<file path="src/rtl/clock_period_meter.sv">
`timescale 1ns/1ps
`default_nettype none
// ============================================================================
// Module   : clock_period_meter
// Brief    : Avalon-MM slave measuring period and high time of meas_in in clk cycles.
// Revision : 1.0
// ============================================================================
module clock_period_meter #(
   parameter int CNT_WIDTH   = 32,
   parameter int SYNC_STAGES = 2
) (
   input  logic        clk,
   input  logic        reset_n,
   input  logic        chipselect,
   input  logic [1:0]  address,
   input  logic        write,
   input  logic        read,
   input  logic [31:0] writedata,
   output logic [31:0] readdata,
   input  logic        meas_in
);

   localparam logic [1:0] ST_IDLE = 2'd0;
   localparam logic [1:0] ST_ARM  = 2'd1;
   localparam logic [1:0] ST_MEAS = 2'd2;

   localparam logic [CNT_WIDTH-1:0] CNT_MAX = '1;
   localparam logic [CNT_WIDTH-1:0] CNT_ONE = CNT_WIDTH'(1);

   logic [SYNC_STAGES-1:0] sync_q;
   logic                   meas_prev;
   logic                   rise;
   logic                   fall;

   logic [1:0]             state;
   logic [1:0]             state_next;
   logic [CNT_WIDTH-1:0]   cnt;
   logic [CNT_WIDTH-1:0]   period;
   logic [CNT_WIDTH-1:0]   high;
   logic                   en;
   logic                   valid;
   logic                   ovf;

   logic                   wr_ctrl;
   logic                   clr;
   logic                   rd;
   logic                   cnt_zero;
   logic                   cnt_load;
   logic                   cnt_inc;
   logic                   cap_period;
   logic                   cap_high;
   logic                   set_ovf;
   logic [31:0]            period_ext;
   logic [31:0]            high_ext;
   logic                   unused_writedata;

   assign wr_ctrl          = chipselect & write & (address == 2'd0);
   assign clr              = wr_ctrl & writedata[1];
   assign rd               = chipselect & read;
   assign unused_writedata = ^writedata[31:2];

   always_ff @(posedge clk or negedge reset_n) begin
      if (!reset_n) begin
         sync_q    <= '0;
         meas_prev <= 1'b0;
      end else begin
         sync_q    <= {sync_q[SYNC_STAGES-2:0], meas_in};
         meas_prev <= sync_q[SYNC_STAGES-1];
      end
   end

   assign rise = sync_q[SYNC_STAGES-1] & ~meas_prev;
   assign fall = ~sync_q[SYNC_STAGES-1] & meas_prev;

   always_ff @(posedge clk or negedge reset_n) begin
      if (!reset_n) state <= ST_IDLE;
      else          state <= state_next;
   end

   // A clear overrides everything and re-arms from the newly written EN.
   always_comb begin
      state_next = state;
      if (clr) begin
         state_next = writedata[0] ? ST_ARM : ST_IDLE;
      end else if (!en) begin
         state_next = ST_IDLE;
      end else begin
         case (state)
            ST_IDLE: state_next = ST_ARM;
            ST_ARM:  if (rise) state_next = ST_MEAS;
            ST_MEAS: if (!rise && cnt == CNT_MAX) state_next = ST_ARM;
            default: state_next = ST_IDLE;
         endcase
      end
   end

   always_comb begin
      cnt_zero   = 1'b0;
      cnt_load   = 1'b0;
      cnt_inc    = 1'b0;
      cap_period = 1'b0;
      cap_high   = 1'b0;
      set_ovf    = 1'b0;
      if (clr || !en) begin
         cnt_zero = 1'b1;
      end else begin
         case (state)
            ST_ARM: cnt_load = rise;
            ST_MEAS: begin
               cap_high = fall;
               if (rise) begin
                  cap_period = 1'b1;
                  cnt_load   = 1'b1;
               end else if (cnt == CNT_MAX) begin
                  set_ovf  = 1'b1;
                  cnt_zero = 1'b1;
               end else begin
                  cnt_inc = 1'b1;
               end
            end
            default: cnt_zero = 1'b1;
         endcase
      end
   end

   always_ff @(posedge clk or negedge reset_n) begin
      if (!reset_n) begin
         en     <= 1'b0;
         cnt    <= '0;
         period <= '0;
         high   <= '0;
         valid  <= 1'b0;
         ovf    <= 1'b0;
      end else begin
         if (wr_ctrl) en <= writedata[0];

         if (cnt_zero)      cnt <= '0;
         else if (cnt_load) cnt <= CNT_ONE;
         else if (cnt_inc)  cnt <= cnt + CNT_ONE;

         if (clr) begin
            period <= '0;
            high   <= '0;
            valid  <= 1'b0;
            ovf    <= 1'b0;
         end else begin
            if (cap_period) begin
               period <= cnt;
               valid  <= 1'b1;
            end
            if (cap_high) high <= cnt;
            if (set_ovf)  ovf  <= 1'b1;
         end
      end
   end

   always_comb begin
      period_ext                = '0;
      high_ext                  = '0;
      period_ext[CNT_WIDTH-1:0] = period;
      high_ext[CNT_WIDTH-1:0]   = high;
   end

   // Reads sample the registers before any same-cycle capture lands.
   always_ff @(posedge clk or negedge reset_n) begin
      if (!reset_n) begin
         readdata <= '0;
      end else if (rd) begin
         case (address)
            2'd0:    readdata <= {31'd0, en};
            2'd1:    readdata <= {30'd0, ovf, valid};
            2'd2:    readdata <= period_ext;
            default: readdata <= high_ext;
         endcase
      end
   end

endmodule
`default_nettype wire

</file>
<file path="config.mk">
export PLATFORM = sky130hd
export DESIGN_NAME = clock_period_meter
export DESIGN_NICKNAME = d
export VERILOG_FILES = /design/src/rtl/clock_period_meter.sv
export SDC_FILE = /design/constraint.sdc
export NUM_CORES = 1
export LEC_CHECK = 0
export BUFFER_PORTS_ARGS = -buffer_cell sky130_fd_sc_hd__clkbuf_2
export CAP_MARGIN = 15
export CORE_ASPECT_RATIO = 0.75
export CORE_MARGIN = 5
export CORE_UTILIZATION = 50
export CTS_CLUSTER_DIAMETER = 200
export DETAILED_ROUTE_END_ITERATION = 8
export PLACE_DENSITY = 0.85
export RECOVER_POWER = 50
export SETUP_SLACK_MARGIN = 0.05
export SLEW_MARGIN = 20
export SYNTH_ARGS = -nofsm -noshare
export SYNTH_HDL_FRONTEND = slang
export SYNTH_SLANG_ARGS = --single-unit
</file>
<file path="constraint.sdc">
create_clock -name clk -period 2.5 [get_ports clk]
set_clock_uncertainty 0.15 [all_clocks]
set_input_delay 0.375 -clock clk [delete_from_list [all_inputs] [get_ports clk]]
set_output_delay 0.375 -clock clk [all_outputs]
set_load 0.01 [all_outputs]
</file>
==> results of run 1 <==
==> power groups by stage <==
| stage | logic [mW] | clock network, mW | registers (mW) |
|---|---|---|---|
| finish | 0.613 | 2.49 | 2.52 |
| global route | 0.688 | 2.61 | 2.54 |
| CTS | 0.617 | 2.51 | 2.52 |
| detailed placement | 0.608 | 0 | 2.55 |
| global placement | 0.583 | 0 | 2.53 |
| floorplan | 0.351 | 0 | 2.55 |
==> routing by layer <==
metal | vias to the layer above | track usage, %
met5 | - | 0
met4 | 0 | 5.73
met2 | 235 | 35.3
met1 | 2597 | 29.3
met3 | 25 | 5.44
li1 | 2449 | -
==> synthesized netlist by cell type (3+ instances only) <==
cell type	instances
nand2_1	178
dfrtp_1	136
a21oi_1	89
o21ai_0	44
mux2i_1	31
clkbuf_1	28
nor2_1	16
nand3_1	14
or3_1	12
or4_1	12
o31ai_1	10
nand4_1	9
inv_1	7
buf_2	6
nor3_1	6
xnor2_1	6
nor4_1	5
a211oi_1	4
and2_1	4
o211ai_1	4
buf_1	3
ha_1	3
nor2b_1	3
==> worst reg2reg max path, cell delays in order (launching register included) <==
cell and delay (ns):
dfrtp_1 0.51, nand4_2 0.25, nor3_2 0.39, nand3_1 0.29, or4_1 0.54, a21oi_1 0.18
==> placed cells by master (no fill, tap or decap), drive strengths merged, types with 3 or more instances in the layout <==
master    count
a211oi        4
a21oi        90
and2          4
buf          39
clkbuf       63
clkinv        3
clkinvlp      3
dfrtp       136
ha            3
inv          11
mux2i        31
nand2       178
nand3        14
nand4        11
nor2         16
nor2b         3
nor3          8
nor4          6
o211ai        4
o21ai        44
o31ai        11
or3          13
or4          13
xnor2         6
==> worst paths after layout <==
path                       cells past startpoint      endpoint  slack [ns]    startpoint
max                                            5       cnt[19]        0.10       cnt[10]
min                                            3            en        0.08  writedata[0]
max reg2reg                                    5       cnt[19]        0.10       cnt[10]
min reg2reg                                    0     sync_q[1]        0.20     sync_q[0]
max in group asynchronous                      3  readdata[17]        0.36       reset_n
min in group asynchronous                      2   readdata[5]        0.53       reset_n
==> cell families (layout without fill, tap and decap cells) <==
| group | after synthesis | in the layout | synth area share, % |
|---|---|---|---|
| simple gates | 276 | 276 | 20.7 |
| compound gates | 160 | 160 | 14.3 |
| flops | 136 | 136 | 54.6 |
| buf+inv | 46 | 123 | 2.97 |
| mux | 34 | 34 | 5.70 |
| xor+xnor | 8 | 8 | 1.12 |
| fa+ha+maj | 3 | 3 | 0.602 |
==> flip-flops by register name, summed over array words and instances, names as in the netlist <==
| register | flops |
|---|---|
| readdata | 32 |
| en | 1 |
| ovf | 1 |
| cnt | 32 |
| meas_prev | 1 |
| valid | 1 |
| sync_q | 2 |
| high | 32 |
| period | 32 |
| state | 2 |
==> stage by stage <==
stage          setup TNS (ns)  total power [mW]  setup WS [ns]
2_1_floorplan               0              2.90          0.132
3_3_place_gp                0              3.12          0.219
3_5_place_dp                0              3.16          0.123
4_1_cts                     0              5.65         0.0860
5_1_grt               -0.0530              5.84        -0.0423
6_report                    0              5.62          0.101
==> what timing repair did <==
action / in CTS / in global routing
gates resized for setup: 0 / 4
hold endpoints to repair: 41 / 0
endpoints found under the setup margin: 0 / 17
buffers inserted: 0 / 1
hold buffers: 2 / 0
==> layout make-up <==
cell class / count / area, um^2
fill: 1017 / 4810
sequential: 136 / 3400
multi-input combinational: 481 / 2670
timing repair buffer: 84 / 551
clock buffer: 20 / 457
tap: 166 / 208
clock inverter: 12 / 139
inverter: 7 / 26.3
==> reports/metrics.csv, run 1 <==
metric;value;unit
crit-path cells;nand4_2 > nor3_2 > nand3_1 > or4_1 > a21oi_1;
core area;0.0123;mm^2
clk slew on worst S/H paths;0.06;ns
Initial Util;50.8;%
H-tree levels;4;
CTS buffer count;17;
Post-layout nets;770;
Antenna Nets Post-Route;0;
Die Ht;107;um
routed vias;5306;
die width;139;um
GR Overflow Total;0;
Psw;1.44;mW
register area share after synthesis;54.6;%
initial antenna violation count;0;
top cell family by delay on the critical path;simple AND/OR/NAND/NOR gates;
Top Metal Used;met4;
M1 wire length;6.67;mm
drt wl/cell;17.0;um
max_cap viols;0;
switching part of the total;25.6;%
CP peak stage delay;0.54;ns
final std cells w/o fill;906;
CP startpoint kind;flop;
measured slew at the worst slew-check pin;1.20;ns
CTS tree;done;
Clk pwr share;44.3;%
Buffers on Ports;41;
outcome;complete, no violations;
final setup vio count;0;
ys async rst share;100;%
Tcrit/Tclk final;96.0;%
Synth Flop Type;dfrtp_1;
Max stage delay cell, worst path;or4_1;
sequential share of power;44.8;%
first-pass GRT wire length;26.1;mm
Cell variety after synth;48;
worst setup path class;reg2reg;
Met2 Routed Length;7.40;mm
CP Data Arrival Time;2.58;ns
mapped cell area;0.00623;mm^2
worst skew pair latency;0.41;ns
TritonRoute pass-1 iters;6;
worst-case clock buffer depth;2;
internal cell power;4.18;mW
kind of path behind the tightest hold check;in2reg;
Starting DRT DRC Count;519;
RSZ-0062 raised after global routing;true;
Area after DPL;0.00682;mm^2
Mapped Cells;663;
Synth warnings;0;
diode count;0;
Vias/cell;5.86;
Post-Syn Nets;706;
CP bufs+invs;0;
Rel. slew slack;20.0;%
CP Max Fanout;8;
Die ar.;0.0148;mm^2
IR Drop Worst-Case VDD;471;uV
routability cong.;0.944;
layout cells sized above 1;17.6;%
cell taking the most area after synthesis;dfrtp_1;
Post-DP HPWL;10.3;mm
post-route cell area;0.00745;mm^2
GR Util All Layers;21.7;%
Gate power share;10.9;%
Pwr per Cell Area;754;mW/mm^2
synth top area cells;dfrtp_1 55%, nand2_1 11%, a21oi_1 7.1%, mux2i_1 5.0%, o21ai_0 3.5%;
WL met3;1.13;mm
synthesis-to-layout area growth;19.6;%
WL final;15.4;mm
number of global-route vias before repair;5245;
Final min period;2.40;ns
Fin. Hold Viols;0;
pin count of the biggest net entering global routing;52;
Yosys top cell area share;54.6;%
Max Slew Vio Count;0;
syn avg cell area;9.40;um^2
max frequency;417;MHz
row count;35;
# IOs;72;
number of enable flip-flop cells after synthesis;0;
worst hold slack;0.0780;ns
Pleak;3.26;nW
Final Util;60.8;%
worst path required time;2.68;ns
CTS sink cnt;136;
Synth Register Bits;136;
Residual DRC;0;
CTS root buf;clkbuf_16;
Cells after DPL;871;
crit end category;flop;
Note: power is estimated with default switching activity, not from simulation.
==> run 2: changes to the inputs <==
Settings changed: ABC_AREA from default to 1, CAP_MARGIN 15 to default, HOLD_SLACK_MARGIN from default to 0.03, PLACE_DENSITY 0.85 to 0.84.
==> run 2 against run 1 <==
The run now ends with capacitance limit, slew limit left. Synthesized cell count grew 28%. Clock power shrank 3%. Combinational power is 36% lower. Via count increased by 12%. Count of clock-buffer cells in the layout unchanged. Wire length rose by 5.7%. Hold slack got worse by 0.0017 ns. Flip-flop and latch count unchanged. Die area increased by 5.6%.
==> reports/metrics.csv, run 2 <==
metric;value;unit;change
outcome;finished, violations left;;was complete, no violations
violated checks;capacitance limit, slew limit;;
worst path required time;2.71;ns;was 2.68 ns
worst hold slack;0.0764;ns;was 0.0780 ns
number of enable flip-flop cells after synthesis;0;;unchanged
drt wl/cell;15.1;um;was 17.0 um
R2R depth;11;;was 5
Antenna Nets Post-Route;0;;unchanged
synth top area cells;dfrtp_1 51%, nand2_1 15%, nand3_1 8.8%, nor2_1 6.0%, o21ai_0 5.4%;;was dfrtp_1 55%, nand2_1 11%, a21oi_1 7.1%, mux2i_1 5.0%, o21ai_0 3.5%
CP bufs+invs;2;;was 0
critical path depth;11;;was 5
Reg2Reg Setup Slack;0.18;ns;was 0.10 ns
clk slew on worst S/H paths;0.06;ns;about the same
reg2reg start;cnt[1];;was cnt[10]
Vias/cell;5.51;;was 5.86
Pleak;3.40;nW;was 3.26 nW
IR Drop Worst-Case VDD;443;uV;was 471 uV
mapped cell area;0.00661;mm^2;was 0.00623 mm^2
ys async rst share;100;%;unchanged
worst skew pair latency;0.43;ns;was 0.41 ns
CP Data Arrival Time;2.53;ns;was 2.58 ns
WL final;16.3;mm;was 15.4 mm
worst-case clock buffer depth;2;;unchanged
pin count of the biggest net entering global routing;100;;was 52
max frequency;430;MHz;was 417 MHz
crit-path cells;ha_1 > inv_2 > nor2_4 > nand2_4 > nor2_4 > nand3_1 > nand2_2 > inv_2 > nand2_2 > nand2_1 > nand2_1;;was nand4_2 > nor3_2 > nand3_1 > or4_1 > a21oi_1
kind of path behind the tightest hold check;in2reg;;unchanged
Starting DRT DRC Count;627;;was 519
Mapped Cells;846;;was 663
GR Util All Layers;22.3;%;was 21.7%
measured slew at the worst slew-check pin;1.57;ns;was 1.20 ns
final setup vio count;0;;unchanged
GR Overflow Total;0;;unchanged
core area;0.0130;mm^2;was 0.0123 mm^2
most common cell in the synthesized netlist;nand2_1;;unchanged
number of global-route vias before repair;5672;;was 5245
Pwr per Cell Area;668;mW/mm^2;was 754 mW/mm^2
Buffers on Ports;41;;unchanged
worst setup path class;reg2reg;;unchanged
diode count;0;;unchanged
Tcrit/Tclk final;92.9;%;was 96.0%
first-pass GRT wire length;27.6;mm;was 26.1 mm
Hold Crit Start;writedata[0];;unchanged
CP Max Fanout;15;;was 8
Fin. Hold Viols;0;;unchanged
hold path cells;3;;unchanged
Initial Util;51.0;%;was 50.8%
Synth warnings;0;;unchanged
Synth Flop Type;dfrtp_1;;unchanged
synthesis-to-layout area growth;16.2;%;was 19.6%
Post-DP HPWL;10.9;mm;was 10.3 mm
Synth Register Bits;136;;unchanged
CTS tree;done;;unchanged
Place WS;0.183;ns;was 0.123 ns
max_cap viols;1;;was 0
row count;36;;was 35
setup slack after layout;0.177;ns;was 0.101 ns
TritonRoute pass-1 iters;5;;was 6
Synth top cells by count;268 x nand2_1, 136 x dfrtp_1, 116 x nand3_1;;was 178 x nand2_1, 136 x dfrtp_1, 89 x a21oi_1
H-tree levels;4;;unchanged
Final Total Pwr;5.13;mW;was 5.62 mW
most frequent cells in the layout;268 x nand2_1, 136 x dfrtp_1, 115 x nand3_1, 105 x nor2_1, 71 x o21ai_0;;was 178 x nand2_1, 135 x dfrtp_1, 89 x a21oi_1, 44 x o21ai_0, 38 x clkbuf_2
CP peak stage delay;0.44;ns;was 0.54 ns
CP startpoint kind;flop;;unchanged
routed vias;5935;;was 5306
Rel. slew slack;-4.40;%;was 20.0%
Yosys top cell area share;51.5;%;was 54.6%
crit end category;flop;;unchanged
routability cong.;0.985;;was 0.944
Final min period;2.32;ns;was 2.40 ns
layout cells sized above 1;12.7;%;was 17.6%
# IOs;72;;unchanged
Residual DRC;0;;unchanged
filler cell count;1105;;was 1017
CTS buffer count;17;;unchanged
Post-Syn Nets;889;;was 706
RSZ-0062 raised after global routing;false;;was true
commonest non-fill, non-tap cell in the layout;nand2_1;;unchanged
Max Slew Vio Count;33;;was 0
cell taking the most area after synthesis;dfrtp_1;;unchanged
Cell variety after synth;29;;was 48
Worst R2R End;cnt[18];;was cnt[19]
CTS root buf;clkbuf_16;;unchanged
Die ar.;0.0157;mm^2;was 0.0148 mm^2
top cell family by delay on the critical path;simple AND/OR/NAND/NOR gates;;unchanged
Final TNS setup;0;ns;unchanged
Die Ht;110;um;was 107 um
CTS sink cnt;136;;unchanged
Max stage delay cell, worst path;dfrtp_1;;was or4_1
die width;143;um;was 139 um
Post-layout nets;936;;was 770
Hold Path End;en;;unchanged
initial antenna violation count;0;;unchanged
syn avg cell area;7.82;um^2;was 9.40 um^2
register area share after synthesis;51.5;%;was 54.6%
-- run 2: cell count changes in the layout (fill, tap and decap cells not counted), moves of 10 or more --
cell / previous run / this run
nand3_1: 14 / 115
nand2_1: 178 / 268
nor2_1: 16 / 105
a21oi_1: 89 / 1
mux2i_1: 31 / 0
a31oi_1: 1 / 30
o21ai_0: 44 / 71
inv_1: 7 / 28
buf_4: 37 / 20
or3_1: 12 / 0
or4_1: 11 / 0
o31ai_1: 10 / 0
-- run 2: routing by layer --
layer	share of wire, %	vias to the layer above	track usage (%)
li1	-	2882	-
met2	46	228	34.4
met5	0	-	0
met1	46	2801	30.7
met4	1.7	0	8.01
met3	6.4	24	5.43
-- run 2: power breakdown --
group          leakage (nW)  switching, mW  internal [mW]
clock                 0.274          0.990           1.43
sequential             1.83         0.0426           2.27
combinational          1.29          0.262          0.133
-- run 2: kinds of logic after synthesis --
logic type / share of synthesized area, %
xor+xnor: 1.32
compound gates: 9.10
flops: 51.5
fa+ha+maj: 0.568
simple gates: 32.6
buf+inv: 4.96
-- run 2: worst max-delay path by stage --
| stage | startpoint | endpoint |
|---|---|---|
| after floorplan | cnt[0] | cnt[16] |
| final | cnt[1] | cnt[18] |
| after global placement | cnt[1] | cnt[12] |
| after global routing | cnt[1] | cnt[11] |
| after detailed placement | address[0] | high[12] |
| after CTS | cnt[1] | cnt[18] |
-- run 2: repair_timing --
action,in CTS,in global routing
hold buffers,2,0
buffers inserted,0,0
endpoints found under the hold margin,42,0
resized for setup,0,0
-- run 2: tightest hold or removal path: cells and delay by family --
kind,cells,cell delay (ns)
AO/OA/AOI/OAI,1,0.08
buffers and inverters,2,0.15
-- run 2: layout make-up --
class                      count  area, um^2  share of cell area [%]
sequential                   136        3400                    44.3
multi-input combinational    635        2890                    37.6
timing repair buffer          72         489                    6.37
clock buffer                  20         457                    5.94
tap                          171         214                    2.78
inverter                      31         116                    1.51
clock inverter                12         115                    1.50
-- run 2: stage by stage --
stage,cells,cell area (um^2),utilization [%]
final,1077,7680,59.2
after global placement,1043,7110,54.8
after global routing,1077,7680,59.2
after floorplan,846,6610,-
after CTS,1077,7700,59.4
after detailed placement,1043,7110,54.8
